$ cat src/rtl/dm_sba_axi_bridge_if.sv
// -----------------------------------------------------------------------------
// dm_sba_axi_bridge_if
// Single-beat AXI4 bundle between the debug-module system-bus bridge and the
// narrow side of the SoC interconnect.
//   AW: awvalid/awready/awaddr/awid/awlen/awsize/awburst/awprot/awcache
//   W : wvalid/wready/wdata/wstrb/wlast
//   B : bvalid/bready/bid/bresp
//   AR: arvalid/arready/araddr/arid/arlen/arsize/arburst/arprot/arcache
//   R : rvalid/rready/rdata/rresp/rlast/rid
// modport master = bridge side, modport slave = interconnect side.
// -----------------------------------------------------------------------------
interface dm_sba_axi_bridge_if #(
    parameter int ADDR_WIDTH = 32,
    parameter int DATA_WIDTH = 32,
    parameter int ID_WIDTH   = 4
);
    localparam int STRB_WIDTH = DATA_WIDTH / 8;

    logic                  awvalid;
    logic                  awready;
    logic [ADDR_WIDTH-1:0] awaddr;
    logic [ID_WIDTH-1:0]   awid;
    logic [7:0]            awlen;
    logic [2:0]            awsize;
    logic [1:0]            awburst;
    logic [2:0]            awprot;
    logic [3:0]            awcache;

    logic                  wvalid;
    logic                  wready;
    logic [DATA_WIDTH-1:0] wdata;
    logic [STRB_WIDTH-1:0] wstrb;
    logic                  wlast;

    logic                  bvalid;
    logic                  bready;
    logic [ID_WIDTH-1:0]   bid;
    logic [1:0]            bresp;

    logic                  arvalid;
    logic                  arready;
    logic [ADDR_WIDTH-1:0] araddr;
    logic [ID_WIDTH-1:0]   arid;
    logic [7:0]            arlen;
    logic [2:0]            arsize;
    logic [1:0]            arburst;
    logic [2:0]            arprot;
    logic [3:0]            arcache;

    logic                  rvalid;
    logic                  rready;
    logic [DATA_WIDTH-1:0] rdata;
    logic [1:0]            rresp;
    logic                  rlast;
    logic [ID_WIDTH-1:0]   rid;

    modport master (
        output awvalid, awaddr, awid, awlen, awsize, awburst, awprot, awcache,
        input  awready,
        output wvalid, wdata, wstrb, wlast,
        input  wready,
        input  bvalid, bid, bresp,
        output bready,
        output arvalid, araddr, arid, arlen, arsize, arburst, arprot, arcache,
        input  arready,
        input  rvalid, rdata, rresp, rlast, rid,
        output rready
    );

    modport slave (
        input  awvalid, awaddr, awid, awlen, awsize, awburst, awprot, awcache,
        output awready,
        input  wvalid, wdata, wstrb, wlast,
        output wready,
        output bvalid, bid, bresp,
        input  bready,
        input  arvalid, araddr, arid, arlen, arsize, arburst, arprot, arcache,
        output arready,
        output rvalid, rdata, rresp, rlast, rid,
        input  rready
    );
endinterface

$ cat src/rtl/dm_sba_axi_bridge.sv
// -----------------------------------------------------------------------------
// dm_sba_axi_bridge
// Turns the debug-module system-bus master port (req/gnt/r_valid) into
// single-beat AXI4 transactions. Exactly one transaction is in flight at a
// time, so replies come back strictly in request order.
// Ports:
//   clk, rst_n            clock, asynchronous active-low reset
//   req_i / gnt_o         request / accepted this cycle (only while idle)
//   addr_i, we_i,
//   wdata_i, be_i         request payload, held by the requester until granted
//   r_valid_o             one-cycle reply pulse for reads and writes
//   r_rdata_o, r_err_o    reply data / bus error, held until the next reply
//   axi                   AXI4 master port (dm_sba_axi_bridge_if.master)
// -----------------------------------------------------------------------------
module dm_sba_axi_bridge #(
    parameter int          ADDR_WIDTH = 32,
    parameter int          DATA_WIDTH = 32,
    parameter int          ID_WIDTH   = 4,
    parameter int unsigned AXI_ID     = 0
) (
    input  logic                    clk,
    input  logic                    rst_n,
    input  logic                    req_i,
    output logic                    gnt_o,
    input  logic [ADDR_WIDTH-1:0]   addr_i,
    input  logic                    we_i,
    input  logic [DATA_WIDTH-1:0]   wdata_i,
    input  logic [DATA_WIDTH/8-1:0] be_i,
    output logic                    r_valid_o,
    output logic [DATA_WIDTH-1:0]   r_rdata_o,
    output logic                    r_err_o,
    dm_sba_axi_bridge_if.master     axi
);
    localparam int         STRB_WIDTH = DATA_WIDTH / 8;
    localparam logic [2:0] AXI_SIZE   = 3'($clog2(STRB_WIDTH));

    localparam logic [2:0] ST_IDLE      = 3'd0;
    localparam logic [2:0] ST_WRITE     = 3'd1;
    localparam logic [2:0] ST_WR_RESP   = 3'd2;
    localparam logic [2:0] ST_READ_ADDR = 3'd3;
    localparam logic [2:0] ST_RD_RESP   = 3'd4;
    localparam logic [2:0] ST_REPLY     = 3'd5;

    logic [2:0]            state_q,   state_d;
    logic [ADDR_WIDTH-1:0] addr_q,    addr_d;
    logic [DATA_WIDTH-1:0] wdata_q,   wdata_d;
    logic [STRB_WIDTH-1:0] be_q,      be_d;
    logic                  awvalid_q, awvalid_d;
    logic                  wvalid_q,  wvalid_d;
    logic                  arvalid_q, arvalid_d;
    logic                  aw_done_q, aw_done_d;
    logic                  w_done_q,  w_done_d;
    logic [DATA_WIDTH-1:0] rdata_q,   rdata_d;
    logic                  err_q,     err_d;

    logic gnt_s;
    logic aw_hs_s;
    logic w_hs_s;

    // Grant only while idle; reset forces it low even though the state is already IDLE.
    assign gnt_s   = rst_n & req_i & (state_q == ST_IDLE);
    assign aw_hs_s = awvalid_q & axi.awready;
    assign w_hs_s  = wvalid_q & axi.wready;

    // Next-state and datapath for the single-outstanding transaction FSM.
    always_comb begin
        state_d   = state_q;
        addr_d    = addr_q;
        wdata_d   = wdata_q;
        be_d      = be_q;
        awvalid_d = awvalid_q;
        wvalid_d  = wvalid_q;
        arvalid_d = arvalid_q;
        aw_done_d = aw_done_q;
        w_done_d  = w_done_q;
        rdata_d   = rdata_q;
        err_d     = err_q;
        case (state_q)
            ST_IDLE: begin
                if (gnt_s) begin
                    addr_d    = addr_i;
                    wdata_d   = wdata_i;
                    be_d      = be_i;
                    aw_done_d = 1'b0;
                    w_done_d  = 1'b0;
                    if (we_i) begin
                        state_d   = ST_WRITE;
                        awvalid_d = 1'b1;
                        wvalid_d  = 1'b1;
                    end else begin
                        state_d   = ST_READ_ADDR;
                        arvalid_d = 1'b1;
                    end
                end else begin
                    state_d = ST_IDLE;
                end
            end
            ST_WRITE: begin
                // AW and W complete independently, in either order or together.
                if (aw_hs_s) begin
                    awvalid_d = 1'b0;
                    aw_done_d = 1'b1;
                end else begin
                    awvalid_d = awvalid_q;
                end
                if (w_hs_s) begin
                    wvalid_d = 1'b0;
                    w_done_d = 1'b1;
                end else begin
                    wvalid_d = wvalid_q;
                end
                if ((aw_done_q | aw_hs_s) & (w_done_q | w_hs_s)) begin
                    state_d = ST_WR_RESP;
                end else begin
                    state_d = ST_WRITE;
                end
            end
            ST_WR_RESP: begin
                if (axi.bvalid) begin
                    err_d   = axi.bresp[1];
                    rdata_d = '0;
                    state_d = ST_REPLY;
                end else begin
                    state_d = ST_WR_RESP;
                end
            end
            ST_READ_ADDR: begin
                if (axi.arready) begin
                    arvalid_d = 1'b0;
                    state_d   = ST_RD_RESP;
                end else begin
                    state_d = ST_READ_ADDR;
                end
            end
            ST_RD_RESP: begin
                // SLVERR and DECERR both have bit 1 set; data is forwarded either way.
                if (axi.rvalid) begin
                    err_d   = axi.rresp[1];
                    rdata_d = axi.rdata;
                    state_d = ST_REPLY;
                end else begin
                    state_d = ST_RD_RESP;
                end
            end
            ST_REPLY: begin
                state_d = ST_IDLE;
            end
            default: begin
                state_d   = ST_IDLE;
                awvalid_d = 1'b0;
                wvalid_d  = 1'b0;
                arvalid_d = 1'b0;
            end
        endcase
    end

    // State and datapath registers; reset abandons any in-flight transaction.
    always_ff @(posedge clk or negedge rst_n) begin
        if (!rst_n) begin
            state_q   <= ST_IDLE;
            addr_q    <= '0;
            wdata_q   <= '0;
            be_q      <= '0;
            awvalid_q <= 1'b0;
            wvalid_q  <= 1'b0;
            arvalid_q <= 1'b0;
            aw_done_q <= 1'b0;
            w_done_q  <= 1'b0;
            rdata_q   <= '0;
            err_q     <= 1'b0;
        end else begin
            state_q   <= state_d;
            addr_q    <= addr_d;
            wdata_q   <= wdata_d;
            be_q      <= be_d;
            awvalid_q <= awvalid_d;
            wvalid_q  <= wvalid_d;
            arvalid_q <= arvalid_d;
            aw_done_q <= aw_done_d;
            w_done_q  <= w_done_d;
            rdata_q   <= rdata_d;
            err_q     <= err_d;
        end
    end

    assign gnt_o     = gnt_s;
    assign r_valid_o = (state_q == ST_REPLY);
    assign r_rdata_o = rdata_q;
    assign r_err_o   = err_q;

    assign axi.awvalid = awvalid_q;
    assign axi.awaddr  = addr_q;
    assign axi.awid    = ID_WIDTH'(AXI_ID);
    assign axi.awlen   = 8'd0;
    assign axi.awsize  = AXI_SIZE;
    assign axi.awburst = 2'b01;
    assign axi.awprot  = 3'b000;
    assign axi.awcache = 4'b0010;
    assign axi.wvalid  = wvalid_q;
    assign axi.wdata   = wdata_q;
    assign axi.wstrb   = be_q;
    assign axi.wlast   = 1'b1;
    assign axi.bready  = (state_q == ST_WR_RESP);
    assign axi.arvalid = arvalid_q;
    assign axi.araddr  = addr_q;
    assign axi.arid    = ID_WIDTH'(AXI_ID);
    assign axi.arlen   = 8'd0;
    assign axi.arsize  = AXI_SIZE;
    assign axi.arburst = 2'b01;
    assign axi.arprot  = 3'b000;
    assign axi.arcache = 4'b0010;
    assign axi.rready  = (state_q == ST_RD_RESP);

    // Response IDs and rlast carry no information with a single beat in flight.
    logic unused_s;
    assign unused_s = ^{axi.bid, axi.rid, axi.rlast, axi.bresp[0], axi.rresp[0]};
endmodule

$ cat src/flat_wrapper.sv
// flat-port wrapper written by rule: the top's interface ports become plain ports
module dm_sba_axi_bridge_flat 
#(
    parameter int          ADDR_WIDTH = 32,
    parameter int          DATA_WIDTH = 32,
    parameter int          ID_WIDTH   = 4,
    parameter int unsigned AXI_ID     = 0
)
  (clk, rst_n, req_i, gnt_o, addr_i, we_i, wdata_i, be_i, r_valid_o, r_rdata_o, r_err_o, axi_awvalid, axi_awaddr, axi_awid, axi_awlen, axi_awsize, axi_awburst, axi_awprot, axi_awcache, axi_awready, axi_wvalid, axi_wdata, axi_wstrb, axi_wlast, axi_wready, axi_bvalid, axi_bid, axi_bresp, axi_bready, axi_arvalid, axi_araddr, axi_arid, axi_arlen, axi_arsize, axi_arburst, axi_arprot, axi_arcache, axi_arready, axi_rvalid, axi_rdata, axi_rresp, axi_rlast, axi_rid, axi_rready);
  dm_sba_axi_bridge_if #(.ADDR_WIDTH(ADDR_WIDTH), .DATA_WIDTH(DATA_WIDTH), .ID_WIDTH(ID_WIDTH)) axi_i ();
  input  logic clk;
  input  logic rst_n;
  input  logic req_i;
  output logic gnt_o;
  input  logic [ADDR_WIDTH-1:0] addr_i;
  input  logic we_i;
  input  logic [DATA_WIDTH-1:0] wdata_i;
  input  logic [DATA_WIDTH/8-1:0] be_i;
  output logic r_valid_o;
  output logic [DATA_WIDTH-1:0] r_rdata_o;
  output logic r_err_o;
  output wire logic [$bits(axi_i.awvalid)-1:0] axi_awvalid;
  output wire logic [$bits(axi_i.awaddr)-1:0] axi_awaddr;
  output wire logic [$bits(axi_i.awid)-1:0] axi_awid;
  output wire logic [$bits(axi_i.awlen)-1:0] axi_awlen;
  output wire logic [$bits(axi_i.awsize)-1:0] axi_awsize;
  output wire logic [$bits(axi_i.awburst)-1:0] axi_awburst;
  output wire logic [$bits(axi_i.awprot)-1:0] axi_awprot;
  output wire logic [$bits(axi_i.awcache)-1:0] axi_awcache;
  input wire logic [$bits(axi_i.awready)-1:0] axi_awready;
  output wire logic [$bits(axi_i.wvalid)-1:0] axi_wvalid;
  output wire logic [$bits(axi_i.wdata)-1:0] axi_wdata;
  output wire logic [$bits(axi_i.wstrb)-1:0] axi_wstrb;
  output wire logic [$bits(axi_i.wlast)-1:0] axi_wlast;
  input wire logic [$bits(axi_i.wready)-1:0] axi_wready;
  input wire logic [$bits(axi_i.bvalid)-1:0] axi_bvalid;
  input wire logic [$bits(axi_i.bid)-1:0] axi_bid;
  input wire logic [$bits(axi_i.bresp)-1:0] axi_bresp;
  output wire logic [$bits(axi_i.bready)-1:0] axi_bready;
  output wire logic [$bits(axi_i.arvalid)-1:0] axi_arvalid;
  output wire logic [$bits(axi_i.araddr)-1:0] axi_araddr;
  output wire logic [$bits(axi_i.arid)-1:0] axi_arid;
  output wire logic [$bits(axi_i.arlen)-1:0] axi_arlen;
  output wire logic [$bits(axi_i.arsize)-1:0] axi_arsize;
  output wire logic [$bits(axi_i.arburst)-1:0] axi_arburst;
  output wire logic [$bits(axi_i.arprot)-1:0] axi_arprot;
  output wire logic [$bits(axi_i.arcache)-1:0] axi_arcache;
  input wire logic [$bits(axi_i.arready)-1:0] axi_arready;
  input wire logic [$bits(axi_i.rvalid)-1:0] axi_rvalid;
  input wire logic [$bits(axi_i.rdata)-1:0] axi_rdata;
  input wire logic [$bits(axi_i.rresp)-1:0] axi_rresp;
  input wire logic [$bits(axi_i.rlast)-1:0] axi_rlast;
  input wire logic [$bits(axi_i.rid)-1:0] axi_rid;
  output wire logic [$bits(axi_i.rready)-1:0] axi_rready;
  assign axi_awvalid = axi_i.awvalid;
  assign axi_awaddr = axi_i.awaddr;
  assign axi_awid = axi_i.awid;
  assign axi_awlen = axi_i.awlen;
  assign axi_awsize = axi_i.awsize;
  assign axi_awburst = axi_i.awburst;
  assign axi_awprot = axi_i.awprot;
  assign axi_awcache = axi_i.awcache;
  assign axi_i.awready = axi_awready;
  assign axi_wvalid = axi_i.wvalid;
  assign axi_wdata = axi_i.wdata;
  assign axi_wstrb = axi_i.wstrb;
  assign axi_wlast = axi_i.wlast;
  assign axi_i.wready = axi_wready;
  assign axi_i.bvalid = axi_bvalid;
  assign axi_i.bid = axi_bid;
  assign axi_i.bresp = axi_bresp;
  assign axi_bready = axi_i.bready;
  assign axi_arvalid = axi_i.arvalid;
  assign axi_araddr = axi_i.araddr;
  assign axi_arid = axi_i.arid;
  assign axi_arlen = axi_i.arlen;
  assign axi_arsize = axi_i.arsize;
  assign axi_arburst = axi_i.arburst;
  assign axi_arprot = axi_i.arprot;
  assign axi_arcache = axi_i.arcache;
  assign axi_i.arready = axi_arready;
  assign axi_i.rvalid = axi_rvalid;
  assign axi_i.rdata = axi_rdata;
  assign axi_i.rresp = axi_rresp;
  assign axi_i.rlast = axi_rlast;
  assign axi_i.rid = axi_rid;
  assign axi_rready = axi_i.rready;
  dm_sba_axi_bridge #(.ADDR_WIDTH(ADDR_WIDTH), .DATA_WIDTH(DATA_WIDTH), .ID_WIDTH(ID_WIDTH), .AXI_ID(AXI_ID)) u_core (.clk(clk), .rst_n(rst_n), .req_i(req_i), .gnt_o(gnt_o), .addr_i(addr_i), .we_i(we_i), .wdata_i(wdata_i), .be_i(be_i), .r_valid_o(r_valid_o), .r_rdata_o(r_rdata_o), .r_err_o(r_err_o), .axi(axi_i));
endmodule
$ cat config.mk
export PLATFORM = sky130hd
export DESIGN_NAME = dm_sba_axi_bridge_flat
export DESIGN_NICKNAME = d
export VERILOG_FILES = /design/src/rtl/dm_sba_axi_bridge_if.sv /design/src/rtl/dm_sba_axi_bridge.sv /design/src/flat_wrapper.sv
export SDC_FILE = /design/constraint.sdc
export NUM_CORES = 1
export LEC_CHECK = 0
export ABC_AREA = 1
export CAP_MARGIN = 5
export CORE_AREA = 3 3 119 121
export DETAILED_ROUTE_END_ITERATION = 6
export DIE_AREA = 0 0 122 124
export PLACE_DENSITY = 0.81
export SETUP_SLACK_MARGIN = 0.15
export SYNTH_ARGS = -nofsm -noshare
export SYNTH_HDL_FRONTEND = slang
export SYNTH_SLANG_ARGS = --single-unit
$ cat constraint.sdc
create_clock -name clk -period 3.4 [get_ports clk]
set_input_delay 0.34 -clock clk [delete_from_list [all_inputs] [get_ports clk]]
set_output_delay 0.34 -clock clk [all_outputs]
set_load 0.01 [all_outputs]
* After elaboration in Yosys (flattened, before gate mapping) *
Cells that the tools add are included.

cells by class
  add/subtract/negate cells = 0
  multiply operators = 0
  div/mod/pow operators = 0
  order comparisons = 0
  equal/unequal tests = 13
  shifts and indexed selects = 0
  mux-type cells = 28
  bitwise logic cells = 9
  reduce and logical (&&, ||, !) cells = 12

operator list
  operator                                       number
  2-to-1 mux 32 bit                              2
  one-hot mux 32 bit (2 select lines)            1
  one-hot mux 3 bit (5 select lines)             1
  2-to-1 mux 1 bit                               13
  != test 2 bit, second input constant           6
  AND reduction 4 bit                            3
  one-hot mux 1 bit (3 select lines)             3
  AND reduction 3 bit                            3
  OR reduction 4 bit                             2
  == test 3 x 2 -> 1 bit, second input constant  2
  == test 3 bit, second input constant           2
  2-to-1 mux 2 bit                               3
  2-to-1 mux 3 bit                               2
  one-hot mux 1 bit (2 select lines)             3
  AND 1 bit                                      5
  != test 2 x 1 -> 1 bit, second input constant  2
  nonzero test 2 bit                             2
  == test 3 x 1 -> 1 bit, second input constant  1
  zero test 3 bit                                1
  NOT 1 bit                                      2
  OR 1 bit                                       2
  AND reduction 2 bit                            1

word-level totals
  bits in registers = 109
  latch bits = 0
  bits in writable memories = 0
  bits in read-only memories = 0
  input port bits = 122
  output and inout port bits = 189
  logic and storage cells = 73
  memories kept = 0

* Depth between registers and ports, before layout *
Gate-level depths: netlist (run 1).

  depth after elaboration = 5
  depth in mapped cells = 9
  mapped depth without buffers = 8

* Least setup slack after synthesis (run 1) *
OpenSTA, ideal clock, no wires.

  path type = reg-to-output
  start = register u_core.state_q[0]
  end = output gnt_o
  data arrival time = 1.096 ns
  required time = 3.060 ns
  path slack = 1.964 ns
  cell stages (with the launch flop) = 5
  buffers on the path = 1
  cell sequence = dfrtp_1 > nor2_2 > nand2_1 > nor2_4 > buf_2

on the way
  cells in the longest elaborated chain, start to end = 2

RTL lines
  element                   line                      RTL
  start: declaration        dm_sba_axi_bridge.sv:44   logic [2:0] state_q, state_d;
  start signal: assignment  dm_sba_axi_bridge.sv:172  state_q <= state_d;
  zero test 3 bit           dm_sba_axi_bridge.sv:61   assign gnt_s = rst_n & req_i & (state_q == ST_IDLE);
  AND 1 bit                 dm_sba_axi_bridge.sv:61
  end: declaration          flat_wrapper.sv:14        output logic gnt_o;

No other way between the ends.

* Final worst setup path (run 1) *
  start = register u_core.state_q[1]
  end = output axi_rready

on the way
  cells in the longest elaborated chain, start to end = 1

RTL lines
  element           line                      RTL
  == test 3 bit     dm_sba_axi_bridge.sv:212  assign axi.rready = (state_q == ST_RD_RESP);
  end: declaration  flat_wrapper.sv:54        output wire logic [$bits(axi_i.rready)-1:0] axi_rready;

No other way between the ends.

==> metrics.cfg, run 1 <==
[cells_and_area]
fillers = 1182
antennaDiodeCount = 0
mostFrequentLayoutCells = nand2_1 (294), clkdlybuf4s50_1 (249), dfrtp_1 (109)
layout.nets = 916
fin_cells = 975
areaGrowthSynthToFinish_pct = 50.1
final_common_cell = nand2_1
drive_gt1_frac = 0.0438
multi_input_area_mm2 = 0.00163
area.sequential_mm2 = 0.00273

[route]
drc = 0
via_per_inst = 4.30
drt.antenna.violating_nets = 0
wl_um = 13400
post_drt_wl_per_cell_um = 13.8
drt_pass1_iterations = 4
drtIter0Drc = 237
vias = 4193

[logic_synthesis]
syn-instance-count = 584
avgSynthCellArea_um2 = 8.52
ys_ff_latch = 109
synth_area_leaders = dfrtp_1 (55%), nand2_1 (22%), buf_4 (13%)
syn-cell-area_mm2 = 0.00498
yosys.area.top_type = dfrtp_1
synth_top_area_share = 0.548
seq_area_frac_synth = 0.548
synth_warnings = 0
ys_types = 23

[timing]
setup_tns_ns = 0
fmax_ghz = 0.426
slew_violations = 0
max-slew-margin-rel = 0.382
skew_ns = 0.00678
hold_violations = 0
min_period_ns = 2.35
grt_setup_unrepaired = no
tightest_slew_ns = 0.927
timing.final.crit_share = 0.691
finalSetupViolCount = 0

[clocking]
cts_setup_buffers = 0
clk_pin_slew_ns = 0.07
worstSkewPairLatency_ns = 0.34
holdBufCountCts = 0
cts_resized = 0
cts.path.max_buffers = 2
ctsHtreeMaxLevel = 3
root_buffer = clkbuf_16
cts.sinks = 109
numCtsBuffers = 9
cts_tree = yes

[die]
initial_utilization = 0.377
io_pins = 311
die_x_um = 122
die_y_um = 124
core_mm2 = 0.0132
dieArea_mm2 = 0.0151
core.rowCount = 42

[placed_design]
io_buffers = 250
place_congestion = 0.788
hpwlAfterDp_um = 9960
place_inst = 959

[power_and_ir_drop]
p_seq_frac = 0.355
combPwrFrac = 0.486
clkPwrFrac = 0.159
power.net_switching_w = 0.00225
leakagePower_nw = 3.70
p_per_area_mw_per_mm2 = 848
p_int_w = 0.00409
swShare = 0.355
max-vdd-ir-drop_mv = 0.431

[setup_path]
crit_path_max_fanout = 18
cp.required_ns = 3.06
r2r-end = u_core.r_rdata_o[24]
critPathLaunchType = flip-flop
crit_start = u_core.state_q[1]
path_class = reg -> out
critPathCaptureType = output pin
r2r-start = u_core.state_q[1]
cp_data_arrival_time_ns = 2.01
rr_worst_depth = 8
crit_end = axi_rready
r2r_slack_ns = 1.29

[grt]
gr-total-overflow = 0
antenna_found_initial = 0
grt_pass1_wl_um = 20000
grt_max_degree = 73
grt_use_total = 0.169
grt_pass1_vias = 3861

[flow_run]
drv_cap = 0

[min_path]
hp-class = in -> async

[status]
status = complete, no violations

how the worst min path moves through the flow:
stage | depth (start not counted) | slack (ns) | endpoint
2_1_floorplan | 0 | 0.04 | u_core.aw_done_q
3_3_place_gp | 2 | 0.45 | u_core.axi.wdata[27]
3_5_place_dp | 2 | 0.46 | u_core.axi.wdata[8]
4_1_cts | 2 | 0.09 | u_core.axi.araddr[23]
5_1_grt | 2 | 0.12 | u_core.axi.wdata[1]
6_report | 2 | 0.08 | u_core.axi.araddr[23]
sequential cells by signal (all words and copies together) (netlist names):
name and count:
u_core.axi.araddr 32, u_core.axi.wdata 32, u_core.r_rdata_o 32, u_core.axi.wstrb 4
u_core.state_q 3, u_core.aw_done_q 1, u_core.axi.arvalid 1, u_core.axi.awvalid 1
u_core.axi.wvalid 1, u_core.r_err_o 1, u_core.w_done_q 1
metrics by stage:
step                hold WS, ns  power, W  instance area, um^2  setup slack, ns  utilization
global placement          0.453   0.00532                 7180             1.34        0.545
global route              0.116   0.00677                 7470            0.939        0.566
detailed placement        0.457   0.00540                 7180             1.31        0.545
CTS                      0.0942   0.00643                 7470             1.05        0.566
finish                   0.0777   0.00633                 7470             1.05        0.566
floorplan                0.0444   0.00377                 5150             1.96            -
layer usage:
layer / global-route usage / part of all wire / up-vias
met1: 0.212 / 0.41 / 1917
met4: 0.0679 / 0.019 / 0
met3: 0.0445 / 0.082 / 17
met5: 0 / 0 / -
li1: - / - / 2083
met2: 0.279 / 0.48 / 176
critical path, stage by stage (launching register included):
cell,delay [ns]
dfrtp_1,0.47
inv_2,0.08
nand2_2,0.08
nor2_4,0.39
clkdlybuf4s50_1,0.64
cell families after synthesis:
logic type | share of synthesized area
and+or+nand+nor | 0.283
buffers and inverters | 0.159
DFF | 0.548
AOI/OAI and AO/OA | 0.00830
other | 0.00151
synth_stat cells:
master and instances:
or2_2 1, nor2_2 2, o211ai_1 2, o21ai_0 3
nor3_1 1, o22ai_1 1, clkbuf_1 2, conb_1 2
inv_4 1, o21ai_1 1, nand2_1 294, dfrtp_1 109
nor2_4 2, buf_4 84, nand2_4 1, nand4_1 3
nor2_1 7, buf_2 15, nand3_1 38, inv_1 7
inv_2 3, buf_6 3, nand2_2 2
layout make-up:
type | count | area share
Sequential cell | 109 | 0.365
Timing Repair Buffer | 256 | 0.342
Multi-Input combinational cell | 407 | 0.219
Clock buffer | 11 | 0.0338
Tap cell | 176 | 0.0295
Inverter | 11 | 0.00586
Clock inverter | 5 | 0.00452
power groups by stage:
stage	Sequential [W]	Combinational [W]	Clock, W
after floorplan	0.00250	0.00127	0
after global placement	0.00225	0.00307	0
after detailed placement	0.00227	0.00312	0
after CTS	0.00226	0.00313	0.00105
after global routing	0.00233	0.00334	0.00110
final	0.00225	0.00308	0.00101
Power figures use the tool's default switching activity.
==> run 2, diff against run 1 <==
- CORE_AREA: 3 3 119 121 -> unset
- CORE_MARGIN: unset -> 3
- CORE_UTILIZATION: unset -> 34
- DIE_AREA: 0 0 122 124 -> unset
- PLACE_DENSITY: 0.81 -> 0.78
- clock period: 3.4 -> 2.1 ns (I/O delays scaled with it)
==> run 2 against run 1 <==
Against the previous run: wire length increased by 0.51%; design area increased by 0.67%; setup slack got worse by 0.81 ns; critical path depth unchanged; critical path type unchanged; total power increased by 63%; largest cell class unchanged; critical endpoint unchanged; sequential cell count unchanged; via count increased by 0.50%; sequential power increased by 64%; first-iteration DRC count decreased by 35%.
==> metrics.cfg, run 2 (synthesized netlist as in run 1, its figures left out) <==
[setup_path]
crit_start = u_core.state_q[1]
path_cells = inv_2, nand2_2, nor2_4, clkdlybuf4s50_1
crit_path_max_fanout = 7  ; -11
critPathMaxStageDelay_ns = 0.56  ; -0.08 ns
cp_data_arrival_time_ns = 1.65  ; -0.36 ns
cp.required_ns = 1.89  ; -1.17 ns
critPathLaunchType = flip-flop
slowest_stage = clkdlybuf4s50_1
path_class = reg -> out
critPathCaptureType = output pin
r2r-start = u_core.state_q[0]

[timing]
finalSetupViolCount = 0  ; unchanged
hold_violations = 0  ; unchanged
fmax_ghz = 0.538
tightest_slew_ns = 0.624  ; -0.303 ns
timing.final.crit_share = 0.886
max-slew-margin-rel = 0.584  ; +0.202
min_period_ns = 1.86
skew_ns = 0.00589  ; -0.000895 ns
grt_setup_unrepaired = no
setup_tns_ns = 0  ; unchanged
finalHoldWorstSlack_ns = 0.397  ; +0.319 ns
slew_violations = 0  ; unchanged

[route]
drt.antenna.violating_nets = 0  ; unchanged
wl_um = 13500  ; +0.51%
post_drt_wl_per_cell_um = 13.8  ; -0.11%
drt_pass1_iterations = 4  ; unchanged
via_per_inst = 4.30  ; -0.11%
drc = 0  ; unchanged
drtIter0Drc = 155  ; -35%
vias = 4214  ; +0.50%

[grt]
grt_use_total = 0.164  ; -0.00446
grt_max_degree = 110  ; +51%
gr-total-overflow = 0  ; unchanged
grt_pass1_vias = 4087  ; +5.9%
grt_pass1_wl_um = 21400  ; +6.8%
antenna_found_initial = 0  ; unchanged

[cells_and_area]
antennaDiodeCount = 0  ; unchanged
design_area_mm2 = 0.00752  ; +0.67%
final_common_cell = nand2_1
drive_gt1_frac = 0.0449  ; +0.00114
mostFrequentLayoutCells = nand2_1 (294), clkdlybuf4s50_1 (247), dfrtp_1 (108)
layout.nets = 919  ; +0.33%
final_util = 0.533  ; -0.0328
areaGrowthSynthToFinish_pct = 51.1

[placed_design]
placed_area_mm2 = 0.00722  ; +0.45%
hpwlAfterDp_um = 10100  ; +1.3%
place_congestion = 0.812  ; +3.1%
io_buffers = 250  ; unchanged

[min_path]
hold_start = addr_i[8]
hp-class = in -> reg

[die]
die_x_um = 127  ; +4.1%
core_mm2 = 0.0141  ; +6.9%
io_pins = 311  ; unchanged
initial_utilization = 0.353  ; -0.0242
die_y_um = 127  ; +2.4%
dieArea_mm2 = 0.0161  ; +6.6%
core.rowCount = 43  ; +2.4%

[status]
status = complete, no violations

[flow_run]
drv_cap = 0  ; unchanged

[clocking]
root_buffer = clkbuf_16
numCtsBuffers = 9  ; unchanged
cts_setup_buffers = 0  ; unchanged
clk_pin_slew_ns = 0.07  ; about the same
ctsHtreeMaxLevel = 3  ; unchanged
cts_tree = yes
worstSkewPairLatency_ns = 0.34  ; about the same
cts.path.max_buffers = 2  ; unchanged
cts.sinks = 109  ; unchanged

[power_and_ir_drop]
power_w = 0.0103  ; +63%
leakagePower_nw = 3.75  ; +1.2%
p_per_area_mw_per_mm2 = 1380  ; +62%
max-vdd-ir-drop_mv = 0.648  ; +50%

## run 2: path summary, 6_finish.rpt
path / cells after the start / endpoint / slack, ns
min in group asynchronous: 3 / u_core.axi.araddr[0] / 0.55
max in group asynchronous: 3 / u_core.axi.araddr[26] / 1.04
min reg2reg: 2 / u_core.axi.wdata[28] / 0.47
min: 3 / u_core.axi.araddr[8] / 0.40
max reg2reg: 6 / u_core.axi.wvalid / 0.52
max: 4 / axi_rready / 0.24
## run 2: per-stage QoR
step | std cells | setup WS (ns)
after floorplan | 631 | 0.759
after global placement | 965 | 0.284
after detailed placement | 965 | 0.293
after CTS | 981 | 0.190
after global routing | 981 | 0.166
final | 981 | 0.240
## run 2: layout make-up
class	count	area [um^2]
fillers	1314	6580
flip-flops and latches	109	2730
repair buffers	259	2600
multi-input cells	407	1630
clock buffers	11	243
well taps	180	225
clock inverters	4	48.8
inverters	11	43.8
## run 2: routing by layer
layer | vias to the layer above | wire length (um) | global-route usage
met4 | 0 | 361 | 0.0707
met1 | 1955 | 5480 | 0.201
met3 | 22 | 830 | 0.0355
met2 | 150 | 6830 | 0.281
li1 | 2087 | - | -
met5 | - | 0 | 0
## run 2: what timing repair did
item	CTS	global route
cloned	0	0
hold endpoints to repair	31	0
gates resized for setup	1	2
hold buffers	1	0
endpoints found under the setup margin	1	2
## run 2: report_power, final
group,internal [W],switching (W)
Clock,0.000950,0.000726
Combinational,0.00273,0.00226
Sequential,0.00303,0.000650
Total,0.00671,0.00363
## run 2: critical path, delay by kind of cell (launching register included)
| family | cells | cell delay, ns |
|---|---|---|
| buf+inv | 2 | 0.63 |
| flops | 1 | 0.46 |
| simple gates | 2 | 0.23 |
==> run 3, diff against run 2 <==
- CAP_MARGIN: 5 -> 20
- SLEW_MARGIN: unset -> 20
==> results of run 3 <==
Final layout, timing and power as in run 2 (identical DEF).
